`src/rtl/signal_creator_2.sv`:
```
// signal_creator_2: ring-shift serial pattern generator, D[0] emitted first after a load.
// Optional frame marker output sync is enabled by defining SIGNAL_CREATOR_SYNC_EN.
module signal_creator_2 #(
   parameter int WIDTH = 4
) (
   input  logic             clk,
   input  logic             rst,
   input  logic             load,
   input  logic [0:WIDTH-1] D,
`ifdef SIGNAL_CREATOR_SYNC_EN
   output logic             sync,
`endif
   output logic             out
);
   logic [0:WIDTH-1] r_sr;
   logic [0:WIDTH-1] w_sr_nxt;
   assign w_sr_nxt = load ? {r_sr[1:WIDTH-1], r_sr[0]} : D;
   assign out = r_sr[0];
   always_ff @(posedge clk or posedge rst) begin
      if (rst) r_sr <= '0;
      else r_sr <= w_sr_nxt;
   end
`ifdef SIGNAL_CREATOR_SYNC_EN
   localparam int PW = $clog2(WIDTH);
   logic [PW-1:0] r_pos;
   logic [PW-1:0] w_pos_nxt;
   logic          r_loaded;
   logic          r_sync;
   assign w_pos_nxt = !load ? '0 : (r_pos == PW'(WIDTH - 1)) ? '0 : r_pos + 1'b1;
   assign sync = r_sync;
   // sync is registered from next-state so it aligns with the cycle out carries D[0]
   always_ff @(posedge clk or posedge rst) begin
      if (rst) begin
         r_pos    <= '0;
         r_loaded <= 1'b0;
         r_sync   <= 1'b0;
      end else begin
         r_pos    <= w_pos_nxt;
         r_loaded <= r_loaded | ~load;
         r_sync   <= (w_pos_nxt == '0) & (r_loaded | ~load);
      end
   end
`endif
endmodule

```
`config.mk`:
```
export PLATFORM = sky130hd
export DESIGN_NAME = signal_creator_2
export DESIGN_NICKNAME = d
export VERILOG_FILES = /design/src/rtl/signal_creator_2.sv
export SDC_FILE = /design/constraint.sdc
export NUM_CORES = 1
export LEC_CHECK = 0
export ABC_AREA = 1
export CELL_PAD_IN_SITES_DETAIL_PLACEMENT = 0
export CELL_PAD_IN_SITES_GLOBAL_PLACEMENT = 1
export CORE_AREA = 4 4 41 43
export CTS_CLUSTER_DIAMETER = 100
export DETAILED_ROUTE_END_ITERATION = 8
export DIE_AREA = 0 0 45 47
export PLACE_DENSITY_LB_ADDON = 0.1
export SYNTH_ARGS = -nofsm -noshare
export SYNTH_HDL_FRONTEND = slang
export SYNTH_SLANG_ARGS = --single-unit
```
`constraint.sdc`:
```
create_clock -name clk -period 0.8 [get_ports clk]
set_clock_uncertainty 0.05 [all_clocks]
set_input_delay 0.16 -clock clk [delete_from_list [all_inputs] [get_ports clk]]
set_output_delay 0.16 -clock clk [all_outputs]
set_load 0.02 [all_outputs]
```
==> run summary, run 1 <==
==============================================================================
Result of the run                                                 complete, but fails checks
Violations in the final reports                                   negative setup slack
Routed wire length per instance                                   8.05 microns
Port Buffers                                                                 7
Synth Net Count                                                             25
Buffer and inverter count on the worst path                                  1
Final clock period utilization by the worst path                          1.19
Fraction of the yosys area taken by sequential cells                     0.656
Clock Root Buffer                                                     clkbuf_4
Area Overhead vs Synth                                                   80.3%
Leakage                                                            0.000150 uW
Clock-pin slew on the worst setup and hold paths                       0.04 ns
Number of max-cap violations                                                 0
Antenna violations before repair                                             0
Final Hold Viols                                                             0
Class of the tightest hold or removal check                       input port to asynchronous set/reset pin
Total number of vias                                                       139
Number of CTS-inserted buffers                                               3
Worst slew pin tran                                                   0.151 ns
Number of placed instances, taps included                                   41
Std-Cell Rows                                                               13
Fraction of final layout cells sized beyond drive strength 1             0.207
Top flop regs                                                         r_sr (4)
Worst setup margin                                                   -0.152 ns
Slowest stage delay, CP                                                0.38 ns
Top library cells by usage in the layout, fill and taps aside     nand2_1 (12), clkdlybuf4s50_1 (5), dfrtp_1 (4), clkbuf_4 (3)
Number of different library cells in the post-synthesis netlist              4
Layout net count                                                            38
Global-route wire length before repair                             538 microns
Arr. time, crit path                                                   0.74 ns
Total overflow reported by the global router                                 0
# H-tree levels                                                              1
DRC violation count after routing                                            0
Initial cell density of the core                                         0.117
Iter 0 DRT Violations                                                        3
Count of nets left with antenna violations after detail routing              0
Estimated wirelength of the detail-placed design                   300 microns
Routed wire length                                                 354 microns
Cell family contributing the most delay on the critical path        flip-flops
Layout Cells excl Fill                                                      44
Clock tree from TritonCTS                                                built
Final setup fails                                                            1
Number of cells produced by synthesis                                       18
Most common cell after layout, fill and taps aside                     nand2_1
Global-route usage over all layers                                      0.0428
Largest net degree at the start of global routing                            5
Post-Route Utilization                                                   0.212
Critical Path RT                                                       0.59 ns
Worst setup slack after placement                                    -0.333 ns
Power density over the cells                                      1990 mW/mm^2
DIE AREA                                                          0.00212 sq mm
Maximum net fanout on the critical path                                      2
Area of the core                                                  0.00130 sq mm
Die extent in x                                                     45 microns
Crit path capture type                                            primary output
Met2 wire length                                                   137 microns
Max reg flops                                                                4
Number of global-route vias before repair                                  148
Setup CP Type                                                     register to primary output
Shortest period the worst path allows                                 0.952 ns
Met3 wire len                                                       61 microns
Clock latency on the worst-skew pair                                   0.23 ns
Number of max-slew violations in the final report                            0
Maximum vdd drop                                                      0.714 mV
Antenna diodes                                                               0
Post-CTS Setup Bufs                                                          0
Routed via count divided by cell count                                    3.16
Sum of routed wire segments on met1                                156 microns
Timing-limited maximum frequency                                      1050 MHz
Detailed Routing Iterations Pass 1                                           2
Highest layer used for signal routing                                     met3
CP Launch Type                                                        register
Post-Syn Area                                                        153 sq um
Top Ports                                                                    8
Gpl congestion                                                           0.644
TritonCTS Sinks                                                              4
Max Buffers Root-to-Sink                                                     2
Fill cell count                                                            160
RSZ-0062 raised after global routing                                      true
Number of storage elements in the synthesis netlist                          4
Worst max-slew margin expressed relative to the limit                    0.900
Ordered cell list for the critical path                                  buf_6
CP max stage cell                                                      dfrtp_1
Yosys Warn Count                                                             0
Most flop-heavy register                                                  r_sr
Post-Syn Area per Cell                                              8.48 sq um
Height of the die                                                   47 microns
==============================================================================
-- layer usage --
layer / GRT usage / up-vias
met3: 0.0651 / 0
met5: 0 / -
met4: 0.0175 / 0
met1: 0.0367 / 57
li1: - / 74
met2: 0.0508 / 8
-- power by group --
part	switching (uW)	total, uW	internal, uW
Sequential	6.12	227	221
Clock	75.8	243	167
Combinational	31.4	76.4	45.1
-- repair_timing --
action | 4_1_cts | 5_1_grt
gates resized for setup | 6 | 1
setup endpoints to repair | 1 | 5
hold buffers | 0 | 0
pin swaps | 0 | 0
gates cloned | 0 | 0
-- area by class of cell --
| class | count | area [sq um] | area share |
|---|---|---|---|
| Inverter | 2 | 7.51 | 0.0273 |
| Timing Repair Buffer | 8 | 81.3 | 0.295 |
| Tap cell | 15 | 18.8 | 0.0682 |
| Multi-Input combinational cell | 12 | 45.0 | 0.164 |
| Sequential cell | 4 | 100 | 0.364 |
| Clock buffer | 3 | 22.5 | 0.0818 |
-- synthesized netlist by cell type --
master / number / area [sq um]
inv_2: 1 / 3.75
dfrtp_1: 4 / 100
nand2_1: 12 / 45.0
inv_1: 1 / 3.75
-- through the flow --
| step | setup TNS (ns) | instance area, sq um | hold WS [ns] | total power [uW] |
|---|---|---|---|---|
| finish | -0.152 | 275 | 0.0582 | 547 |
| global route | -0.180 | 275 | 0.0608 | 596 |
| CTS | -0.164 | 273 | 0.0534 | 569 |
| global placement | -1.28 | 249 | 0.311 | 309 |
| floorplan | 0 | 153 | -0.124 | 256 |
| detailed placement | -1.25 | 249 | 0.306 | 307 |
-- final timing paths --
path	cells after the start	slack, ns	to	start
max	1	-0.15	out	r_sr[0]
min	2	0.06	r_sr[0]	rst
max reg2reg	2	0.14	r_sr[3]	r_sr[0]
min reg2reg	2	0.39	r_sr[0]	r_sr[1]
max in group asynchronous	2	0.49	r_sr[2]	rst
min in group clk	4	0.19	r_sr[0]	load
-- kinds of logic after synthesis --
kind of cell / after synthesis / synth area share
simple gates: 12 / 0.295
flops: 4 / 0.656
buf+inv: 2 / 0.0491
(Power assumes the default switching activity.)
==> run 2, diff against run 1 <==
--- a/config.mk
+++ b/config.mk
@@ -12,7 +12,7 @@
 export CTS_CLUSTER_DIAMETER = 100
 export DETAILED_ROUTE_END_ITERATION = 8
 export DIE_AREA = 0 0 45 47
-export PLACE_DENSITY_LB_ADDON = 0.1
+export PLACE_DENSITY_LB_ADDON = 0.08
 export SYNTH_ARGS = -nofsm -noshare
 export SYNTH_HDL_FRONTEND = slang
 export SYNTH_SLANG_ARGS = --single-unit
==> run 2 against run 1 <==
Effect of this change:
- the flow still finishes with violations (negative setup slack)
- cell count grew 2.3%
- design area is 2.7% higher
- register-to-register slack barely moved
- critical path depth stayed put
- non-clock buffer count rose by 1
- clock power up 6%
- core utilization grew 0.58 points
- maximum frequency shrank 0.37%
- sequential power barely moved
- via count increased by 8.6%
- flip-flop and latch count stayed put
- critical endpoint unchanged
- largest cell class unchanged
==> run summary, run 2 (synthesis results as in run 1) <==
==============================================================================
Result of the run                                                 complete, but fails checks
Violations in the final reports                                   negative setup slack
Worst setup path end                                                       out
Slowest stage delay, CP                                                0.38 ns   about the same
Number of max-cap violations                                                 0   unchanged
Global-route usage over all layers                                      0.0562   +0.0134
CP Launch Type                                                        register
R2R Path End                                                           r_sr[3]
Maximum vdd drop                                                      0.641 mV   -10%
Max Buffers Root-to-Sink                                                     2   unchanged
Clock tree from TritonCTS                                                built
Post-Route Utilization                                                   0.217   +0.00577
Total power                                                             566 uW   +3.4%
Fraction of final layout cells sized beyond drive strength 1             0.233   +0.0264
Final setup fails                                                            1   unchanged
Iter 0 DRT Violations                                                        1   -2
DRC violation count after routing                                            0   unchanged
Timing-limited maximum frequency                                      1050 MHz   -0.37%
Shortest period the worst path allows                                 0.956 ns   +0.00350 ns
Routed wire length per instance                                   9.62 microns   +20%
Die extent in x                                                     45 microns   unchanged
Depth of the most critical reg-to-reg path                                   2   unchanged
Arr. time, crit path                                                   0.75 ns   about the same
Top Ports                                                                    8   unchanged
Worst setup margin                                                   -0.156 ns   -0.00350 ns
Number of gates on the worst path with buffers counted                       1   unchanged
Footprint of the flip-flops and latches                              100 sq um   unchanged
Critical Path RT                                                       0.59 ns   about the same
Number of global-route vias before repair                                  154   +4.1%
Setup slack of the most critical reg-to-reg path                       0.14 ns   about the same
Final clock period utilization by the worst path                          1.19   +0.00438
Worst max-slew margin expressed relative to the limit                    0.889   -0.0104
Power density over the cells                                      2000 mW/mm^2   +0.68%
# H-tree levels                                                              1   unchanged
Final Hold Viols                                                             0   unchanged
Crit path capture type                                            primary output
Fill cell count                                                            158   -1.3%
Detailed Routing Iterations Pass 1                                           3   +1
Gpl congestion                                                           0.630   -2.1%
DIE AREA                                                          0.00212 sq mm   unchanged
Area of the core                                                  0.00130 sq mm   unchanged
Count of nets left with antenna violations after detail routing              0   unchanged
Number of max-slew violations in the final report                            0   unchanged
Area occupied by multi-input gates                                  45.0 sq um   unchanged
Leakage                                                            0.000155 uW   +3.2%
Most flop-heavy register                                                  r_sr
Estimated wirelength of the detail-placed design                   353 microns   +18%
Class of the tightest hold or removal check                       input port to asynchronous set/reset pin
Clock Root Buffer                                                     clkbuf_4
Total overflow reported by the global router                                 0   unchanged
TritonCTS Sinks                                                              4   unchanged
Std-Cell Rows                                                               13   unchanged
Top flop regs                                                         r_sr (4)
Clock latency on the worst-skew pair                                   0.24 ns   about the same
Area Overhead vs Synth                                                   85.2%
CP max stage cell                                                      dfrtp_1
Antenna diodes                                                               0   unchanged
Antenna violations before repair                                             0   unchanged
Most common cell after layout, fill and taps aside                     nand2_1
Clock-pin slew on the worst setup and hold paths                       0.04 ns   about the same
Setup CP Type                                                     register to primary output
RSZ-0062 raised after global routing                                      true
CP startpoint                                                          r_sr[0]
Layout net count                                                            39   +2.6%
Initial cell density of the core                                         0.117   unchanged
Largest net degree at the start of global routing                            5   unchanged
Number of CTS-inserted buffers                                               3   unchanged
Maximum net fanout on the critical path                                      2   unchanged
Top library cells by usage in the layout, fill and taps aside     nand2_1 (12), clkdlybuf4s50_1 (5), dfrtp_1 (4), clkbuf_4 (3), buf_4 (2)
Total number of vias                                                       151   +8.6%
Buffer and inverter count on the worst path                                  1   unchanged
Cell family contributing the most delay on the critical path        flip-flops
Worst slew pin tran                                                   0.166 ns   +0.0156 ns
Ordered cell list for the critical path                                  buf_6
Routed via count divided by cell count                                    3.36   +6.2%
Height of the die                                                   47 microns   unchanged
Global-route wire length before repair                             710 microns   +32%
Routed wire length                                                 433 microns   +22%
Max reg flops                                                                4   unchanged
Worst reg2reg startpoint                                               r_sr[0]
Port Buffers                                                                 7   unchanged
==============================================================================
run 2: cell types whose count changed in the layout (fill, tap and decap cells not counted), sizes merged:
cell | before | now
buf | 2 | 3
run 2: cell type report:
cell class                      instances  share of cell area
Inverter                                2              0.0265
Sequential cell                         4               0.354
Clock buffer                            3              0.0796
Tap cell                               15              0.0664
Timing Repair Buffer                    9               0.314
Multi-Input combinational cell         12               0.159
run 2: what timing repair did:
item	in CTS	in global routing
hold buffers	0	0
resized for setup	6	1
hold endpoints to repair	0	0
buffers inserted	0	0
gates cloned	0	0
endpoints found under the setup margin	1	5
run 2: worst min path at each step:
stage	from	to	slack, ns	cells past startpoint
2_1_floorplan	rst	r_sr[0]	-0.12	1
4_1_cts	rst	r_sr[1]	0.07	2
6_report	rst	r_sr[1]	0.06	2
3_3_place_gp	rst	r_sr[1]	0.32	2
5_1_grt	rst	r_sr[1]	0.08	2
3_5_place_dp	rst	r_sr[1]	0.32	2
run 2: power by group:
| group | total, uW | switching, uW | leakage [uW] | internal [uW] |
|---|---|---|---|---|
| Sequential | 229 | 7.54 | 0.0000487 | 221 |
| Clock | 257 | 89.0 | 0.0000138 | 168 |
| Combinational | 79.7 | 31.7 | 0.0000926 | 47.9 |
| Total | 566 | 128 | 0.000155 | 437 |
run 2: through the flow:
stage                     area [sq um]  hold slack (ns)  setup TNS [ns]  std cells  worst slack, ns
final                              283           0.0589          -0.156         45           -0.156
after global routing               283           0.0792          -0.200         45           -0.200
after CTS                          280           0.0653          -0.169         45           -0.169
after detailed placement           256            0.323           -1.29         42           -0.335
after global placement             256            0.320           -1.31         42           -0.341
after floorplan                    153           -0.124               0         18           0.0704
run 2: routing by layer:
layer	share of wire	vias up	track usage
met5	0	-	0
met2	0.45	7	0.0734
met4	0	0	0.0351
li1	-	77	-
met1	0.44	67	0.0526
met3	0.11	0	0.0613
==> run 3, diff against run 2 <==
--- a/config.mk
+++ b/config.mk
@@ -12,7 +12,8 @@
 export CTS_CLUSTER_DIAMETER = 100
 export DETAILED_ROUTE_END_ITERATION = 8
 export DIE_AREA = 0 0 45 47
-export PLACE_DENSITY_LB_ADDON = 0.08
+export GPL_TIMING_DRIVEN = 0
+export PLACE_DENSITY = 0.36
 export SYNTH_ARGS = -nofsm -noshare
 export SYNTH_HDL_FRONTEND = slang
 export SYNTH_SLANG_ARGS = --single-unit
==> run 3 against run 2 <==
Effect of this change:
- the flow still finishes with violations (negative setup slack)
- global-route usage down 1.3 points
- flip-flop and latch count unchanged
- critical path depth unchanged
- largest cell class unchanged
- via count down 11%
- die area unchanged
- non-clock buffer count down 2
==> run summary, run 3 (synthesis results as in run 1) <==
==============================================================================
Arr. time, crit path                                                   0.73 ns   -0.02 ns
Final Hold Viols                                                             0   unchanged
Clock Root Buffer                                                     clkbuf_4
Top flop regs                                                         r_sr (4)
Number of max-slew violations in the final report                            0   unchanged
DIE AREA                                                          0.00212 sq mm   unchanged
Setup CP Type                                                     register to primary output
Largest net degree at the start of global routing                            6   +1
Most common cell after layout, fill and taps aside                     nand2_1
Maximum vdd drop                                                      0.854 mV   +33%
Most flop-heavy register                                                  r_sr
Top library cells by usage in the layout, fill and taps aside     nand2_1 (12), clkdlybuf4s50_1 (5), dfrtp_1 (4), clkbuf_4 (3)
Max reg flops                                                                4   unchanged
R2R Path End                                                           r_sr[3]
Layout net count                                                            37   -5.1%
Area of the core                                                  0.00130 sq mm   unchanged
Global routing usage on met3                                            0.0460   -0.0153
Leakage                                                            0.000138 uW   -11%
Routed via count divided by cell count                                    3.12   -7.1%
CP startpoint                                                          r_sr[0]
Post-Route Utilization                                                   0.203   -0.0144
Violations in the final reports                                   negative setup slack
# H-tree levels                                                              1   unchanged
Fraction of final layout cells sized beyond drive strength 1             0.179   -0.0548
CP Launch Type                                                        register
Area Overhead vs Synth                                                   73.0%
RSZ-0062 raised after global routing                                      true
Worst reg2reg startpoint                                               r_sr[0]
Iter 0 DRT Violations                                                        0   -1
Final clock period utilization by the worst path                          1.18   -0.0143
Final setup fails                                                            1   unchanged
Number of gates on the worst path with buffers counted                       1   unchanged
Slowest stage delay, CP                                                0.37 ns   about the same
Clock-pin slew on the worst setup and hold paths                       0.04 ns   about the same
Total number of vias                                                       134   -11%
Global-route usage over all layers                                      0.0435   -0.0127
Critical Path RT                                                       0.59 ns   about the same
Setup slack of the most critical reg-to-reg path                       0.16 ns   +0.02 ns
TritonCTS Sinks                                                              4   unchanged
Maximum net fanout on the critical path                                      2   unchanged
Routed wire length per instance                                   8.53 microns   -11%
Clock latency on the worst-skew pair                                   0.23 ns   about the same
Antenna violations before repair                                             0   unchanged
Worst max-slew margin expressed relative to the limit                    0.877   -0.0120
DRC violation count after routing                                            0   unchanged
Clock tree from TritonCTS                                                built
Timing-limited maximum frequency                                      1060 MHz   +1.2%
Worst setup slack after placement                                    -0.338 ns   -0.00311 ns
Busiest metal layer after global routing                                  met1
Die extent in x                                                     45 microns   unchanged
Max Buffers Root-to-Sink                                                     2   unchanged
Total overflow reported by the global router                                 0   unchanged
Ordered cell list for the critical path                                  buf_6
Power density over the cells                                      2060 mW/mm^2   +3.1%
Port Buffers                                                                 7   unchanged
Top Ports                                                                    8   unchanged
Number of global-route vias before repair                                  139   -9.7%
Class of the tightest hold or removal check                       input port to asynchronous set/reset pin
Global-route wire length before repair                             600 microns   -15%
Estimated wirelength of the detail-placed design                   278 microns   -21%
Met1 usage                                                              0.0572   +0.00458
CP max stage cell                                                      dfrtp_1
Crit path capture type                                            primary output
Buffer and inverter count on the worst path                                  1   unchanged
Height of the die                                                   47 microns   unchanged
Initial cell density of the core                                         0.117   unchanged
Count of nets left with antenna violations after detail routing              0   unchanged
Antenna diodes                                                               0   unchanged
Routed wire length                                                 367 microns   -15%
Worst slew pin tran                                                   0.184 ns   +0.0182 ns
Result of the run                                                 complete, but fails checks
Cell family contributing the most delay on the critical path        flip-flops
Number of CTS-inserted buffers                                               3   unchanged
Cts hold-fix bufs                                                            0   unchanged
GR Util met2                                                            0.0508   -0.0226
Post-CTS Setup Bufs                                                          0   unchanged
Detailed Routing Iterations Pass 1                                           1   -2
Number of max-cap violations                                                 0   unchanged
Worst setup margin                                                   -0.144 ns   +0.0114 ns
Gpl congestion                                                           0.643   +2.1%
Shortest period the worst path allows                                 0.944 ns   -0.0114 ns
Depth of the most critical reg-to-reg path                                   2   unchanged
Std-Cell Rows                                                               13   unchanged
==============================================================================
[run 3: cell type report]
class                      instances  area [sq um]
clock buffer                       3          22.5
multi-input combinational         12          45.0
sequential                         4           100
tap                               15          18.8
fill                             156          1040
inverter                           2          7.51
timing repair buffer               7          70.1
[run 3: power breakdown]
group | internal, uW | switching (uW)
Combinational | 40.7 | 30.3
Clock | 168 | 78.0
Sequential | 221 | 6.67
Total | 430 | 115
[run 3: what timing repair did]
action | 4_1_cts | 5_1_grt
setup endpoints to repair | 5 | 1
pin swaps | 0 | 0
resized for setup | 7 | 0
[run 3: per-layer routing]
metal	part of all wire	up-vias
met4	0	0
met3	0.12	0
met5	0	-
li1	-	74
met1	0.51	52
met2	0.37	8
[run 3: metrics by stage]
step	std cells	hold WS [ns]	setup TNS [ns]	total power (uW)	area (sq um)
after global routing	43	0.0878	-0.170	588	264
after detailed placement	40	0.311	-1.52	303	241
after global placement	40	0.317	-1.58	304	241
after floorplan	18	-0.124	0	256	153
final	43	0.0641	-0.144	545	264
after CTS	43	0.0671	-0.156	561	264
[run 3: worst max-delay path by stage]
stage | slack, ns | end
after floorplan | 0.07 | r_sr[3]
after global placement | -0.35 | out
after detailed placement | -0.34 | out
after CTS | -0.16 | out
after global routing | -0.17 | out
final | -0.14 | out
